$ cat src/rtl/pir_input_conditioner_pkg.sv
// Shared types and constants for the PIR input conditioner.
// One-hot FSM encoding, sample width and channel count live here.
package pir_pkg;

  localparam int unsigned PIR_W   = 7;
  localparam int unsigned PIR_CH  = 3;
  localparam int unsigned STUCK_W = 8;

  typedef logic [PIR_W-1:0] pir_sample_t;

  typedef struct packed {
    pir_sample_t raw_3;
    pir_sample_t raw_2;
    pir_sample_t raw_1;
  } pir_triple_t;

  typedef enum logic [4:0] {
    ST_IDLE   = 5'b00001,
    ST_CH1    = 5'b00010,
    ST_CH2    = 5'b00100,
    ST_CH3    = 5'b01000,
    ST_COMMIT = 5'b10000
  } pir_state_e;

endpackage

$ cat src/rtl/pir_input_conditioner_if.sv
// Sample handshake and conditioned-output bundle of the PIR input conditioner.
interface pir_input_conditioner_if;
  import pir_pkg::*;

  logic                sample_valid;
  pir_sample_t         raw_1;
  pir_sample_t         raw_2;
  pir_sample_t         raw_3;
  logic                sample_ready;
  pir_sample_t         pir_sensor_1;
  pir_sample_t         pir_sensor_2;
  pir_sample_t         pir_sensor_3;
  logic                out_valid;
  logic [PIR_CH-1:0]   sensor_fault;

  modport master (
    output sample_valid, raw_1, raw_2, raw_3,
    input  sample_ready, pir_sensor_1, pir_sensor_2, pir_sensor_3,
    input  out_valid, sensor_fault
  );

  modport slave (
    input  sample_valid, raw_1, raw_2, raw_3,
    output sample_ready, pir_sensor_1, pir_sensor_2, pir_sensor_3,
    output out_valid, sensor_fault
  );

endinterface

$ cat src/rtl/pir_input_conditioner_median3.sv
// Combinational median of three unsigned samples.
module pir_median3
  import pir_pkg::*;
(
  input  pir_sample_t a,
  input  pir_sample_t b,
  input  pir_sample_t c,
  output pir_sample_t med_c
);

  pir_sample_t lo;
  pir_sample_t hi;

  always_comb begin
    lo    = (a < b) ? a : b;
    hi    = (a < b) ? b : a;
    med_c = (c < lo) ? lo : ((c > hi) ? hi : c);
  end

endmodule

$ cat src/rtl/pir_input_conditioner.sv
// Clamp, median-of-3 de-spike and stuck detection for three PIR channels.
// Define PIR_COND_MEDIAN_EN to compile in the median filter; otherwise it is bypassed.
module pir_input_conditioner
  import pir_pkg::*;
#(
  parameter int unsigned SAT_MAX     = 100,
  parameter int unsigned STUCK_LIMIT = 64
) (
  input logic clk,
  input logic rst,
  pir_input_conditioner_if.slave bus
);

  localparam pir_sample_t         SAT_C   = PIR_W'(SAT_MAX);
  localparam logic [STUCK_W-1:0]  LIMIT_C = STUCK_W'(STUCK_LIMIT);

  pir_state_e state, state_nxt;
  logic       proc_c;
  logic [1:0] ch_sel_c;
  logic       accept_c;

  pir_triple_t        cap;
  pir_sample_t        h0    [PIR_CH];
  logic [1:0]         cnt   [PIR_CH];
  logic [STUCK_W-1:0] stuck [PIR_CH];
  pir_sample_t        filt  [PIR_CH];
  logic [PIR_CH-1:0]  fault_r;

  pir_sample_t        raw_sel_c;
  pir_sample_t        c_c;
  pir_sample_t        f_c;
  logic               same_c;
  logic [STUCK_W-1:0] stuck_nxt_c;
  logic               fault_nxt_c;

  assign bus.sample_ready = (state == ST_IDLE);
  assign accept_c         = bus.sample_ready && bus.sample_valid;

  always_ff @(posedge clk) begin
    if (rst) state <= ST_IDLE;
    else     state <= state_nxt;
  end

  // Next state plus which channel the shared datapath serves this cycle
  always_comb begin
    state_nxt = state;
    proc_c    = 1'b0;
    ch_sel_c  = 2'd0;
    case (state)
      ST_IDLE:   if (accept_c) state_nxt = ST_CH1;
      ST_CH1:    begin proc_c = 1'b1; ch_sel_c = 2'd0; state_nxt = ST_CH2;    end
      ST_CH2:    begin proc_c = 1'b1; ch_sel_c = 2'd1; state_nxt = ST_CH3;    end
      ST_CH3:    begin proc_c = 1'b1; ch_sel_c = 2'd2; state_nxt = ST_COMMIT; end
      ST_COMMIT: state_nxt = ST_IDLE;
      default:   state_nxt = ST_IDLE;
    endcase
  end

  always_comb begin
    case (ch_sel_c)
      2'd1:    raw_sel_c = cap.raw_2;
      2'd2:    raw_sel_c = cap.raw_3;
      default: raw_sel_c = cap.raw_1;
    endcase
  end

  assign c_c = (raw_sel_c > SAT_C) ? SAT_C : raw_sel_c;

`ifdef PIR_COND_MEDIAN_EN
  pir_sample_t h1 [PIR_CH];
  pir_sample_t med_c;

  pir_median3 u_median3 (
    .a     (h0[ch_sel_c]),
    .b     (h1[ch_sel_c]),
    .c     (c_c),
    .med_c (med_c)
  );

  assign f_c = (cnt[ch_sel_c] == 2'd2) ? med_c : c_c;
`else
  assign f_c = c_c;
`endif

  // Stuck counter saturates so the fault holds for as long as the value repeats
  always_comb begin
    same_c      = (cnt[ch_sel_c] != 2'd0) && (c_c == h0[ch_sel_c]);
    stuck_nxt_c = '0;
    if (same_c)
      stuck_nxt_c = (stuck[ch_sel_c] == LIMIT_C) ? LIMIT_C : stuck[ch_sel_c] + STUCK_W'(1);
    fault_nxt_c = (stuck_nxt_c == LIMIT_C);
  end

  always_ff @(posedge clk) begin
    if (rst) begin
      cap     <= '0;
      fault_r <= '0;
      for (int unsigned i = 0; i < PIR_CH; i++) begin
        h0[i]    <= '0;
`ifdef PIR_COND_MEDIAN_EN
        h1[i]    <= '0;
`endif
        cnt[i]   <= '0;
        stuck[i] <= '0;
        filt[i]  <= '0;
      end
      bus.pir_sensor_1 <= '0;
      bus.pir_sensor_2 <= '0;
      bus.pir_sensor_3 <= '0;
      bus.sensor_fault <= '0;
      bus.out_valid    <= 1'b0;
    end else begin
      if (accept_c) begin
        cap.raw_1 <= bus.raw_1;
        cap.raw_2 <= bus.raw_2;
        cap.raw_3 <= bus.raw_3;
      end
      if (proc_c) begin
`ifdef PIR_COND_MEDIAN_EN
        h1[ch_sel_c]    <= h0[ch_sel_c];
`endif
        h0[ch_sel_c]    <= c_c;
        cnt[ch_sel_c]   <= (cnt[ch_sel_c] == 2'd2) ? 2'd2 : cnt[ch_sel_c] + 2'd1;
        stuck[ch_sel_c] <= stuck_nxt_c;
        fault_r[ch_sel_c] <= fault_nxt_c;
        // A stuck channel reads as zero so it can never hold the controller in alarm
        filt[ch_sel_c]  <= fault_nxt_c ? '0 : f_c;
      end
      bus.out_valid <= (state == ST_COMMIT);
      if (state == ST_COMMIT) begin
        bus.pir_sensor_1 <= filt[0];
        bus.pir_sensor_2 <= filt[1];
        bus.pir_sensor_3 <= filt[2];
        bus.sensor_fault <= fault_r;
      end
    end
  end

endmodule

$ cat src/flat_wrapper.sv
// flat-port wrapper written by rule: the top's interface ports become plain ports
module pir_input_conditioner_flat import pir_pkg::*;
#(
  parameter int unsigned SAT_MAX     = 100,
  parameter int unsigned STUCK_LIMIT = 64
)
  (clk, rst, bus_sample_valid, bus_raw_1, bus_raw_2, bus_raw_3, bus_sample_ready, bus_pir_sensor_1, bus_pir_sensor_2, bus_pir_sensor_3, bus_out_valid, bus_sensor_fault);
  pir_input_conditioner_if bus_i ();
  input logic clk;
  input logic rst;
  input wire logic [$bits(bus_i.sample_valid)-1:0] bus_sample_valid;
  input wire logic [$bits(bus_i.raw_1)-1:0] bus_raw_1;
  input wire logic [$bits(bus_i.raw_2)-1:0] bus_raw_2;
  input wire logic [$bits(bus_i.raw_3)-1:0] bus_raw_3;
  output wire logic [$bits(bus_i.sample_ready)-1:0] bus_sample_ready;
  output wire logic [$bits(bus_i.pir_sensor_1)-1:0] bus_pir_sensor_1;
  output wire logic [$bits(bus_i.pir_sensor_2)-1:0] bus_pir_sensor_2;
  output wire logic [$bits(bus_i.pir_sensor_3)-1:0] bus_pir_sensor_3;
  output wire logic [$bits(bus_i.out_valid)-1:0] bus_out_valid;
  output wire logic [$bits(bus_i.sensor_fault)-1:0] bus_sensor_fault;
  assign bus_i.sample_valid = bus_sample_valid;
  assign bus_i.raw_1 = bus_raw_1;
  assign bus_i.raw_2 = bus_raw_2;
  assign bus_i.raw_3 = bus_raw_3;
  assign bus_sample_ready = bus_i.sample_ready;
  assign bus_pir_sensor_1 = bus_i.pir_sensor_1;
  assign bus_pir_sensor_2 = bus_i.pir_sensor_2;
  assign bus_pir_sensor_3 = bus_i.pir_sensor_3;
  assign bus_out_valid = bus_i.out_valid;
  assign bus_sensor_fault = bus_i.sensor_fault;
  pir_input_conditioner #(.SAT_MAX(SAT_MAX), .STUCK_LIMIT(STUCK_LIMIT)) u_core (.clk(clk), .rst(rst), .bus(bus_i));
endmodule
$ cat config.mk
export PLATFORM = sky130hd
export DESIGN_NAME = pir_input_conditioner_flat
export DESIGN_NICKNAME = d
export VERILOG_FILES = /design/src/rtl/pir_input_conditioner_pkg.sv /design/src/rtl/pir_input_conditioner_if.sv /design/src/rtl/pir_input_conditioner_median3.sv /design/src/rtl/pir_input_conditioner.sv /design/src/flat_wrapper.sv
export SDC_FILE = /design/constraint.sdc
export NUM_CORES = 1
export LEC_CHECK = 0
export ABC_CLOCK_PERIOD_IN_PS = 6550
export BUFFER_PORTS_ARGS = -buffer_cell sky130_fd_sc_hd__buf_2
export CORE_MARGIN = 4
export CORE_UTILIZATION = 66
export CTS_BUF_LIST = sky130_fd_sc_hd__clkbuf_8
export CTS_CLUSTER_DIAMETER = 50
export DETAILED_ROUTE_END_ITERATION = 8
export GPL_ROUTABILITY_DRIVEN = 0
export PLACE_DENSITY_LB_ADDON = 0.25
export SYNTH_ARGS = -nofsm -noshare
export SYNTH_HDL_FRONTEND = slang
export SYNTH_SLANG_ARGS = --single-unit
export TNS_END_PERCENT = 10
$ cat constraint.sdc
create_clock -name clk -period 6.55 [get_ports clk]
set_clock_uncertainty 0.05 [all_clocks]
set_input_delay 0.3275 -clock clk [delete_from_list [all_inputs] [get_ports clk]]
set_output_delay 0.3275 -clock clk [all_outputs]
set_load 0.01 [all_outputs]
Yosys cells after proc, flatten, opt, wreduce, memory -nomap -nowiden
Memories as Yosys holds them, arrays and structs flattened. A register that Yosys moved wholly into a read port is not among the register bits.
Index checks and enable logic that the tools add are counted.
{"block": "word_totals", "register_bits": 33, "latch_bits": 0, "ramBits": 72, "mem_bits_ro": 0, "in_bits": 24, "elab_cells": 67, "n_memories": 4}
{"block": "op_classes", "n_addsub": 2, "n_mul": 0, "n_div": 0, "n_lt_le_gt_ge": 3, "n_eq_ne": 12, "n_shift": 0, "muxes": 30, "n_bitwise": 0, "n_reduce_logical": 9}
{"memory": "u_core.stuck", "depth": 3, "width": 8, "rd": 1, "rd_ports_with_merged_regs": 0, "write_ports": 3, "line": "pir_input_conditioner.sv:25", "rtl": "logic [STUCK_W-1:0] stuck [PIR_CH];"}
{"memory": "u_core.filt", "depth": 3, "width": 7, "rd": 3, "rd_ports_with_merged_regs": 3, "write_ports": 3, "line": "pir_input_conditioner.sv:26", "rtl": "pir_sample_t filt [PIR_CH];"}
{"memory": "u_core.h0", "depth": 3, "width": 7, "rd": 1, "rd_ports_with_merged_regs": 0, "write_ports": 3, "line": "pir_input_conditioner.sv:23", "rtl": "pir_sample_t h0 [PIR_CH];"}
{"memory": "u_core.cnt", "depth": 3, "width": 2, "rd": 1, "rd_ports_with_merged_regs": 0, "write_ports": 3, "line": "pir_input_conditioner.sv:24", "rtl": "logic [1:0] cnt [PIR_CH];"}
{"cell": "7-bit 2-to-1 mux", "n": 4}
{"cell": "8-bit 2-to-1 mux", "n": 3}
{"cell": "5-bit one-hot mux with 4 select lines", "n": 1}
{"cell": "8-bit by 7-bit == test with 1-bit output (second input constant)", "n": 2}
{"cell": "7-bit one-hot mux with 2 select lines", "n": 1}
{"cell": "7-bit OR reduction", "n": 2}
{"cell": "2-bit 2-to-1 mux", "n": 6}
{"cell": "1-bit 2-to-1 mux", "n": 11}
{"cell": "8-bit by 1-bit adder with 8-bit output (second input constant)", "n": 1}
{"cell": "8-bit OR reduction", "n": 1}
{"cell": "7-bit == test", "n": 1}
{"cell": "7-bit > comparator (second input constant)", "n": 1}
{"cell": "5-bit by 1-bit == test with 1-bit output (second input constant)", "n": 1}
{"cell": "5-bit by 2-bit == test with 1-bit output (second input constant)", "n": 1}
{"cell": "5-bit by 3-bit == test with 1-bit output (second input constant)", "n": 1}
{"cell": "5-bit by 4-bit == test with 1-bit output (second input constant)", "n": 1}
{"cell": "5-bit == test (second input constant)", "n": 1}
{"cell": "5-bit 2-to-1 mux", "n": 1}
{"cell": "2-bit == test (second input constant)", "n": 2}
{"cell": "2-bit one-hot mux with 2 select lines", "n": 1}
{"cell": "3-bit bitwise mux", "n": 1}
{"cell": "1-bit logical AND", "n": 3}
{"cell": "2-bit by 3-bit < comparator with 1-bit output (second input constant)", "n": 1}
{"cell": "3-bit OR reduction", "n": 1}
{"cell": "7 further kinds", "n": 7}

Depth between registers and ports, before layout
{"block": "depth", "word_depth": 12, "ltp_mapped": 20}

Worst setup path after synthesis
OpenSTA, ideal clock, no wires.
{"block": "synth_timing", "path_type": "register to register", "from": "register u_core.state[4]", "to": "memory u_core.filt[1][0] (netlist name), data pin", "setup_time_ns": 0.261, "arrival_time_ns": 3.878, "required_ns": 6.239, "slack_ns": 2.361, "path_stages_with_launch": 20, "period_less_slack_ns": 4.189, "cell_sequence": "dfxtp_1 -> buf_6 -> or3_1 -> buf_6 -> nor2_8 -> inv_4 -> buf_6 -> ha_1 -> nor4b_4 -> buf_2 -> a21boi_0 -> o31a_1 -> buf_2 -> ha_1 -> and2_1 -> a41o_1 -> and2_1 -> nor3_2 -> buf_2 -> a21boi_1"}
{"item": "start: declaration", "line": "pir_input_conditioner.sv:17", "rtl": "pir_state_e state, state_nxt;"}
{"item": "start signal: assignment", "line": "pir_input_conditioner.sv:41", "rtl": "else state <= state_nxt;"}
{"item": "end: declaration", "line": "pir_input_conditioner.sv:26"}

==> out/results.txt <==
Max FO, Critical Path -> 15
Worst-path clk slew -> 0.08 ns
Longest Clk Path Bufs -> 2
Cell variety after synth -> 65
GRT Total Usage -> 0.277
Static Leak -> 2.48 nW
Relative slew slack -> 0.301
Critical Path AT -> 5.50 ns
Status -> completed
Post-synth ARST share -> 0
I/O pin cnt -> 50
CTS resizes -> 0
Net Count, Synth -> 617
Site Rows -> 34
Seq pwr share -> 0.509
Design area -> 0.00661 mm²
Final period utilization -> 0.803
Sw Ratio -> 0.253
Layout cells sized above 1 -> 0.201
Residual overflow from global routing -> 0
H-tree levels -> 4
Comb power frac -> 0.068
I/O Buffers -> 49
Hold_sp -> bus_raw_1[6]
RSZ-0062 raised after global routing -> false
Maximum vdd drop -> 0.184 mV
Cells after Synth -> 584
Vias -> 4589
Syn Area/Cell -> 10.3 µm²
Internal -> 1.28 mW
Hold Path Class -> in -> reg
Count of pins over their slew limit -> 0
Core ar. -> 0.00881 mm²
Final net count -> 647
Fin util -> 0.751
Total of max-cap violations -> 0
Placed cells -> 703
Reg-to-reg critical path endpoint -> u_core.stuck[2][3]$_SDFFCE_PN0P_
Die Ht -> 103 µm
FF+latch count, synth -> 126
Final wirelength -> 13.8 mm
Vias per cell -> 6.24
Worst Setup Slack post-DPL -> 1.49 ns
Setup slack, reg-to-reg -> 1.29 ns
Routed wire per std cell -> 18.8 µm
Drt drc -> 0
Initial antenna violation count -> 0
Clk_lat worst skew -> 0.45 ns
Main flop type after synthesis -> edfxtp_1
Sum Neg Setup Slack -> 0 ns
Fill cells -> 598
Final ANT Viol Nets -> 0
Finished Layout Cells -> 735
Hold-fix buffers, CTS -> 0
Clk pwr share -> 0.423
WP data required -> 6.79 ns
Final min period -> 5.26 ns
Crit end category -> flop
Diode count -> 0
Fmax achieved -> 190 MHz
Multi-input logic area -> 0.00248 mm²
Storage cell area -> 0.00324 mm²
Total placed instance area -> 0.00619 mm²
Die W -> 103 µm
Register area share after synthesis -> 0.540
Die ar. -> 0.0107 mm²
Drt initial violations -> 436
CTS tree -> done
Worst hold slack -> 0.0751 ns
Final Setup Violations -> 0
Power per cell area -> 259 mW/mm²
WS Path Type -> reg -> reg
CP Launch Type -> flop
Final worst setup slack -> 1.29 ns
Slew @ Worst Pin -> 1.05 ns
Number of CTS-inserted buffers -> 17
Switching power -> 433 µW
First-pass GRT wire length -> 22.2 mm
Hold depth -> 3
Worst Reg-to-Reg Cells -> 12
Mapped cell area -> 0.00600 mm²
Area Growth Syn to Fin -> 10.2%
Initial Util -> 0.682
Largest net degree at the start of global routing -> 60
Worst r2r src -> u_core.state[4]$_SDFFE_PP0P_
Initial DRT Pass Iterations -> 5
Post-CTS Setup Repair Bufs -> 0
Total power -> 1.71 mW
CTS root buf -> clkbuf_8
Clock tree sinks -> 126
Number of enable flip-flop cells after synthesis -> 72
Synth Warn # -> 0
Final hold violations -> 0
Number of global-route vias before repair -> 4428
WHS Endpoint -> u_core.cap[6]$_SDFFE_PP0P_
DPL Wire Length -> 9.16 mm
## worst max-delay path by stage
stage	start	to	cells after the start
finish	u_core.state[4]$_SDFFE_PP0P_	u_core.stuck[2][3]$_SDFFCE_PN0P_	12
global route	u_core.state[4]$_SDFFE_PP0P_	u_core.filt[0][4]$_SDFFCE_PN0P_	12
CTS	u_core.state[4]$_SDFFE_PP0P_	u_core.stuck[2][3]$_SDFFCE_PN0P_	15
detailed placement	u_core.state[4]$_SDFFE_PP0P_	u_core.stuck[2][3]$_SDFFCE_PN0P_	15
global placement	u_core.state[4]$_SDFFE_PP0P_	u_core.stuck[1][3]$_SDFFCE_PN0P_	15
floorplan	u_core.state[4]$_SDFFE_PP0P_	u_core.filt[1][0]$_SDFFCE_PN0P_	19
## worst max-delay path, stage by stage (launching register included)
cell and delay (ns):
dfxtp_1 0.38, or3_1 0.68, nor2_8 0.29, inv_4 0.14
ha_1 0.30, nor4b_4 0.73, nand2_1 0.40, a31oi_1 0.60
or3_4 0.26, nor4_4 0.06, or4_1 0.84, nand2b_4 0.26
nor2_1 0.10
## cells in the mapped netlist, types with 3 or more instances
cell type  count  area, µm²
buf_4          4       30.0
a31oi_2        5       62.6
nand3_1       33        165
o21ai_1        5       25.0
nand2_1       86        323
clkbuf_1      24       90.1
a31oi_1        7       43.8
nor3_1        26        130
or3_1          3       18.8
o21ai_0        5       25.0
buf_6          6       67.6
nand2b_1       6       37.5
nor2b_1        8       50.1
a41o_1         3       30.0
nor3_2         7       70.1
a31o_1         5       43.8
a21boi_0       3       22.5
buf_2          8       40.0
nor2_1        44        165
inv_1         11       41.3
and2_1         4       25.0
dfxtp_1       54       1080
xnor2_1        5       43.8
a221oi_2       3       45.0
nand4b_1       3       26.3
o21ai_2        5       43.8
a221oi_1       3       26.3
edfxtp_1      72       2160
nand3b_1       3       22.5
a21boi_1      20        150
nor4_1         4       25.0
a21oi_1       49        245
xnor2_2        4       65.1
and3_1         7       43.8
ha_1           9        113
mux2i_1        3       30.0
## power by group through the flow
stage | clock (mW) | combinational [mW] | sequential, mW
after CTS | 0.722 | 0.115 | 0.872
after global placement | 0 | 0.109 | 0.889
final | 0.724 | 0.116 | 0.873
after detailed placement | 0 | 0.113 | 0.890
after global routing | 0.763 | 0.127 | 0.875
after floorplan | 0 | 0.0875 | 0.885
## cell usage in the layout (no fill, tap or decap), drive strengths merged, types with 3 or more instances in the layout
master	count
nand2b	7
inv	18
and3	7
bufinv	3
xnor2	9
a21oi	49
edfxtp	72
or3	4
nand2	86
nand4b	3
nor2b	9
buf	54
nor4	6
mux2i	4
and2	4
a41o	3
ha	9
a31oi	12
o21ai	15
a31o	7
nand3	34
nand4	3
dfxtp	54
nor3	33
nor2	45
or2	4
nand3b	3
clkbuf	17
a21boi	23
clkinv	7
a221oi	6
## per-layer routing
| layer | vias up | track usage | share of wire |
|---|---|---|---|
| met3 | 36 | 0.0610 | 0.077 |
| met1 | 2178 | 0.368 | 0.41 |
| met5 | - | 0 | 0 |
| met2 | 219 | 0.448 | 0.49 |
| li1 | 2156 | - | - |
| met4 | 0 | 0.101 | 0.021 |
## state kept, by name (all words and copies together) (netlist names)
signal	flops
bus_pir_sensor_1	7
bus_pir_sensor_3	7
u_core.bus.sensor_fault	3
bus_pir_sensor_2	7
u_core.h0	21
u_core.cap	21
u_core.stuck	24
u_core.state	5
u_core.bus.out_valid	1
u_core.fault_r	3
u_core.filt	21
u_core.cnt	6
## cells by family (layout without fill, tap and decap cells)
group | Yosys count | in the layout | synth area share
XOR/XNOR | 10 | 10 | 0.0196
multiplexers | 4 | 4 | 0.00730
adder cells (fa/ha/maj) | 9 | 9 | 0.0188
buffers and inverters | 56 | 99 | 0.0471
flip-flops | 126 | 126 | 0.540
AND/OR/NAND/NOR | 256 | 256 | 0.222
AO/OA/AOI/OAI | 123 | 123 | 0.145
## cell type report
| type | instances | share of cell area |
|---|---|---|
| Inverter | 13 | 0.00776 |
| Tap cell | 108 | 0.0204 |
| Clock buffer | 17 | 0.0354 |
| Sequential cell | 126 | 0.491 |
| Multi-Input combinational cell | 402 | 0.375 |
| Timing Repair Buffer | 54 | 0.0428 |
| Clock inverter | 15 | 0.0286 |
Note: power is estimated with default switching activity, not from simulation.
